## config.mk

```make
export PLATFORM = sky130hd
export DESIGN_NAME = m_serial_alu_seq
export DESIGN_NICKNAME = d
export VERILOG_FILES = /design/src/rtl/m_serial_alu_seq.sv
export SDC_FILE = /design/constraint.sdc
export NUM_CORES = 1
export LEC_CHECK = 0
export ABC_AREA = 1
export CORE_MARGIN = 8
export CORE_UTILIZATION = 34
export CTS_CLUSTER_DIAMETER = 200
export DETAILED_ROUTE_END_ITERATION = 10
export PLACE_DENSITY = 0.56
export SETUP_SLACK_MARGIN = 0.3
export SLEW_MARGIN = 20
export SYNTH_ARGS = -nofsm -noshare
export SYNTH_HDL_FRONTEND = slang
export SYNTH_SLANG_ARGS = --single-unit
```

## constraint.sdc

```tcl
create_clock -name w_clk -period 3.06 [get_ports w_clk]
set_clock_uncertainty 0.15 [all_clocks]
set_input_delay 0.612 -clock w_clk [delete_from_list [all_inputs] [get_ports w_clk]]
set_output_delay 0.612 -clock w_clk [all_outputs]
set_load 0.005 [all_outputs]
```

## src/rtl/m_serial_alu_seq.sv

```systemverilog
// Bit-serial ALU sequencer: processes two 32-bit operands LSB-first, one bit
// per clock, through a single-bit adder/logic slice with a carry flip-flop.
// Delivers the 32-bit result together with a one-cycle done pulse.
module m_serial_alu_seq (
  input  logic        w_clk,
  input  logic        w_rst,
  input  logic        w_start,
  input  logic [2:0]  w_op,
  input  logic [31:0] w_a,
  input  logic [31:0] w_b,
  output logic        w_busy,
  output logic        r_done,
  output logic [31:0] r_rslt
);

  typedef enum logic [2:0] {
    OP_ADD   = 3'b000,
    OP_SUB   = 3'b001,
    OP_AND   = 3'b010,
    OP_OR    = 3'b011,
    OP_XOR   = 3'b100,
    OP_SLT   = 3'b101,
    OP_SLTU  = 3'b110,
    OP_PASSB = 3'b111
  } op_e;

  typedef enum logic [1:0] {
    S_IDLE  = 2'd0,
    S_SHIFT = 2'd1,
    S_FIN   = 2'd2
  } state_e;

  state_e      state, state_nxt;
  op_e         r_op;
  logic [31:0] r_sa, r_sb, r_sr;
  logic [4:0]  r_cnt;
  logic        r_c;
  logic        r_a31, r_b31, r_d31;

  // Per-bit slice signals
  logic        is_arith, inv_b, bit_a, bit_b, bit_beff, bit_sum, bit_carry, bit_res;
  logic        last_bit;

  assign w_busy   = (state != S_IDLE);
  assign last_bit = (r_cnt == 5'd31);

  // State register
  always_ff @(posedge w_clk) begin
    // NOTE: all clocked state uses non-blocking assignments so every register
    // samples pre-edge values regardless of process ordering.
    if (w_rst) state <= S_IDLE;
    else       state <= state_nxt;
  end

  // Next-state decode
  always_comb begin
    // NOTE: default assigned first so no path leaves state_nxt unassigned,
    // which would otherwise infer a latch.
    state_nxt = state;
    unique case (state)
      S_IDLE:  if (w_start) state_nxt = S_SHIFT;
      S_SHIFT: if (last_bit) state_nxt = S_FIN;
      S_FIN:   state_nxt = S_IDLE;
      default: state_nxt = S_IDLE;
    endcase
  end

  // Single-bit ALU slice working on the current LSBs
  always_comb begin
    is_arith  = (r_op == OP_ADD) || (r_op == OP_SUB) || (r_op == OP_SLT) || (r_op == OP_SLTU);
    inv_b     = (r_op == OP_SUB) || (r_op == OP_SLT) || (r_op == OP_SLTU);
    bit_a     = r_sa[0];
    bit_b     = r_sb[0];
    bit_beff  = bit_b ^ inv_b;
    bit_sum   = bit_a ^ bit_beff ^ r_c;
    bit_carry = (bit_a & bit_beff) | (bit_a & r_c) | (bit_beff & r_c);
    bit_res   = bit_sum;
    unique case (r_op)
      OP_AND:   bit_res = bit_a & bit_b;
      OP_OR:    bit_res = bit_a | bit_b;
      OP_XOR:   bit_res = bit_a ^ bit_b;
      OP_PASSB: bit_res = bit_b;
      default:  bit_res = bit_sum;
    endcase
  end

  // Datapath: operand capture, bit-serial shifting, result commit
  always_ff @(posedge w_clk) begin
    if (w_rst) begin
      // NOTE: the shift registers are ordinary flops, not a memory array, so
      // clearing them on reset is cheap and keeps post-reset state defined.
      r_sa   <= '0;
      r_sb   <= '0;
      r_sr   <= '0;
      r_op   <= OP_ADD;
      r_cnt  <= '0;
      r_c    <= 1'b0;
      r_a31  <= 1'b0;
      r_b31  <= 1'b0;
      r_d31  <= 1'b0;
      r_rslt <= '0;
      r_done <= 1'b0;
    end else begin
      r_done <= 1'b0;
      unique case (state)
        S_IDLE: begin
          if (w_start) begin
            r_sa  <= w_a;
            r_sb  <= w_b;
            r_op  <= op_e'(w_op);
            r_c   <= (w_op == OP_SUB) || (w_op == OP_SLT) || (w_op == OP_SLTU);
            r_sr  <= '0;
            r_cnt <= '0;
          end
        end
        S_SHIFT: begin
          r_sr  <= {bit_res, r_sr[31:1]};
          r_sa  <= {1'b0, r_sa[31:1]};
          r_sb  <= {1'b0, r_sb[31:1]};
          r_cnt <= r_cnt + 5'd1;
          if (is_arith) r_c <= bit_carry;
          if (last_bit) begin
            r_a31 <= bit_a;
            r_b31 <= bit_b;
            r_d31 <= bit_sum;
          end
        end
        S_FIN: begin
          unique case (r_op)
            OP_SLT:  r_rslt <= {31'b0, (r_a31 != r_b31) ? r_a31 : r_d31};
            OP_SLTU: r_rslt <= {31'b0, ~r_c};
            default: r_rslt <= r_sr;
          endcase
          r_done <= 1'b1;
        end
        default: ;
      endcase
    end
  end

endmodule

```

==> summary.md <==
| Metric | Value |
|---|---|
| Outcome | `complete, no violations` |
| Worst VDD drop | `roughly 410 µV` |
| Skew-Pair Late Insertion Delay | `0.42 ns` |
| Post-Synth Adder-Cell Area | `approximately 1.3%` |
| Ys Warns | `0` |
| Setup TNS | `0 ns` |
| CP Capture Type | `flip-flop` |
| Die width | `between 100 and 150 µm` |
| Routed len/inst | `13.3 µm` |
| Part of the power in registers | `43.9%` |
| Post-Synth XOR/XNOR Area | `less than 1%` |
| Layout area overhead | `31.6%` |
| Unrepaired setup endpoints after global routing | `no` |
| Final setup fails | `0` |
| Leakage | `approximately 2.6 nW` |
| Post-route ant nets | `0` |
| Compound-Gate Fraction of Synth Area | `22.1%` |
| Vias in the first global route | `about 4900` |
| Clock network power share | `roughly 47%` |
| DP HPWL | `about 8.7 mm` |
| Fin crit period | `roughly 2.3 ns` |
| Crit-path cells | `inv_1 > nor2_1 > nand2_1 > o21ai_0 > xor2_1 > fa_1 > inv_1 > nand2_1 > nand2_1 > nand2_1 > a21oi_1` |
| Total power | `4.54 mW` |
| Register area share after synthesis | `about half` |
| DRT iter0 DRCs | `about 340` |
| Worst endpoint required time | `3.26 ns` |
| Slew headroom | `30.4%` |
| # diodes | `0` |
| Max incr delay on CP | `~0.45 ns` |
| PD cells | `~600 nW/µm²` |
| Post-synthesis register bit count | `between 100 and 150` |
| Arr. time, crit path | `about 2.5 ns` |
| Mean Syn Cell Area | `~7.8 µm²` |
| Vias per inst | `~4.8` |
| Syn Std Cell Area | `approximately 5600 µm²` |
| Hold wc startpoint | `r_sa[13]` |
| First-pass GRT wire length | `about 23 mm` |
| # H-tree levels | `4` |
| Sw frac | `between 20 and 25%` |
| Total core area | `16300 µm²` |
| Internal Power | `~3.5 mW` |
| TritonRoute pass-1 iters | `4` |
| Die height | `about 140 µm` |
| Synthesized instance count | `718` |
| Crit path buffers/inverters | `2` |
| Antenna violations before repair | `0` |
| Final instance area | `7340 µm²` |
| Worst reg2reg path startpoint | `r_op[1]` |
| Num ports | `roughly 100` |
| Slowest cell on crit path | `fa_1` |
| Clock slew at reported path FFs | `around 0.06 ns` |
| Worst-Margin Slew | `1.04 ns` |
| Vias after detailed routing | `around 5000` |
| # hold bufs at CTS | `0` |
| CTS tree | `done` |
| Commonest cells after routing, fill and taps aside | `nand2_1 (223), dfxtp_1 (143), a21oi_1 (107), clkdlybuf4s50_1 (102), inv_1 (49)` |
| Clk buf depth | `2` |
| Drt drc | `0` |
| Psw | `~1.0 mW` |
| Comb pwr share | `a little under a tenth` |
| Total CTS buffers | `17` |
| Grt ovf | `0` |
| Placed cell area | `around 6700 µm²` |
| Die area | `20800 µm²` |
| Final nets | `just under 900` |
| Root buffer cell | `clkbuf_16` |
| GPL Wtd Cong | `around 0.81` |
| Delay-heaviest family, CP | `simple AND/OR/NAND/NOR gates` |
| IO buf count | `103` |
| Final hold violations | `0` |
| Std-Cell Rows | `47` |
| Max-slew violation count | `0` |
| Post-CTS Setup Repair Bufs | `0` |
| GRT Overall Usage | `roughly 14%` |
| Critical path launch point type | `flip-flop` |
| Critical path class | `flip-flop to flip-flop` |
| CP Launch Point | `r_op[1]` |
| Min-Delay Path Class | `flip-flop to flip-flop` |
| Largest net degree at the start of global routing | `between 70 and 80` |
| Total Routed Length | `approximately 14 mm` |
| Simple-gate share of the synthesized area | `~17%` |
| Starting Density | `approximately 34%` |
| Max Clock Freq | `between 400 and 500 MHz` |
| Fraction of layout cells with a size suffix above 1 | `5.94%` |
| CP max FO | `5` |
| Syn_nets | `just under 800` |
| CTS resizes | `0` |
| Top cell by count, worst path | `nand2_1` |
| Clock sink total | `143` |
| Max-Cap Viols | `0` |
| Most common cell after layout, fill and taps aside | `nand2_1` |
| Library cells used by synthesis | `25` |
| Largest family of logic cells by synthesized area | `compound AO/OA/AOI/OAI gates` |
| Mux contribution to synthesized area | `0%` |
| Tcrit/Tclk final | `approximately three quarters` |
==> cells in the mapped netlist, drive strengths merged <==
master  instances  area (µm²)
buf            32         163
o21a            1        7.51
o21ai          43         215
nand2         223         837
nor2           17        73.8
dfxtp         143        2860
nor3            1        5.00
inv            52         195
clkinv          1        3.75
nand4           2        12.5
a21oi         107         536
o221ai         30         263
nand3           5        37.5
clkbuf         21        78.8
fa              1        20.0
ha              4        50.1
xor2            1        8.76
a31oi          33         206
o22ai           1        6.26
==> routing by layer <==
layer	global-route usage, %	vias to the layer above	share of wire (%)
met5	0	-	0
met4	6.25	0	1.6
met3	4.46	17	5.6
met2	22.3	115	48
met1	16.7	2298	45
li1	-	2550	-
==> power groups by stage <==
stage,logic [mW],clock network (mW),registers (mW)
after detailed placement,0.417,0,2.03
after global placement,0.407,0,2.03
final,0.413,2.13,1.99
after CTS,0.419,2.19,1.99
after floorplan,0.266,0,2.02
after global routing,0.467,2.29,2.00
==> final cells by class <==
| type | count | area (µm²) |
|---|---|---|
| fillers | 1631 | 8940 |
| flip-flops and latches | 143 | 2860 |
| multi-input cells | 469 | 2290 |
| repair buffers | 112 | 1110 |
| clock buffers | 19 | 443 |
| well taps | 220 | 275 |
| inverters | 53 | 199 |
| clock inverters | 12 | 168 |
==> state kept, by name, indices dropped and copies added (netlist names), 2 cells and up <==
| signal | cells |
|---|---|
| r_sb | 32 |
| r_rslt | 32 |
| r_op | 3 |
| r_cnt | 5 |
| r_sa | 32 |
| r_sr | 32 |
| state | 2 |
==> cells by family after synthesis <==
| group | after synthesis |
|---|---|
| AND/OR/NAND/NOR | 248 |
| flip-flops | 143 |
| AO/OA/AOI/OAI | 215 |
| XOR/XNOR | 1 |
| buffers and inverters | 106 |
| adder cells (fa/ha/maj) | 5 |
==> per-stage QoR <==
stage / setup slack [ns] / utilization, % / std cells / hold slack [ns]
4_1_cts: 0.769 / 45.1 / 1028 / 0.297
3_5_place_dp: 0.817 / 41.3 / 997 / 0.287
2_1_floorplan: 1.17 / - / 718 / 0.275
5_1_grt: 0.552 / 45.1 / 1028 / 0.311
3_3_place_gp: 0.811 / 41.3 / 997 / 0.282
6_report: 0.776 / 45.1 / 1028 / 0.296
==> tightest hold or removal path, delay by kind of cell, from the launching register on <==
kind                   cells  cell delay, ns
AOI/OAI and AO/OA          1            0.05
buffers and inverters      1            0.04
DFF                        1            0.31
==> path summary, 6_finish.rpt <==
check	cells past startpoint	to	slack (ns)
worst min-delay path	2	r_sa[13]	0.30
worst max-delay path	11	r_sr[31]	0.78
worst min register to register	2	r_sa[13]	0.30
worst max register to register	11	r_sr[31]	0.78
Power figures use the tool's default switching activity.
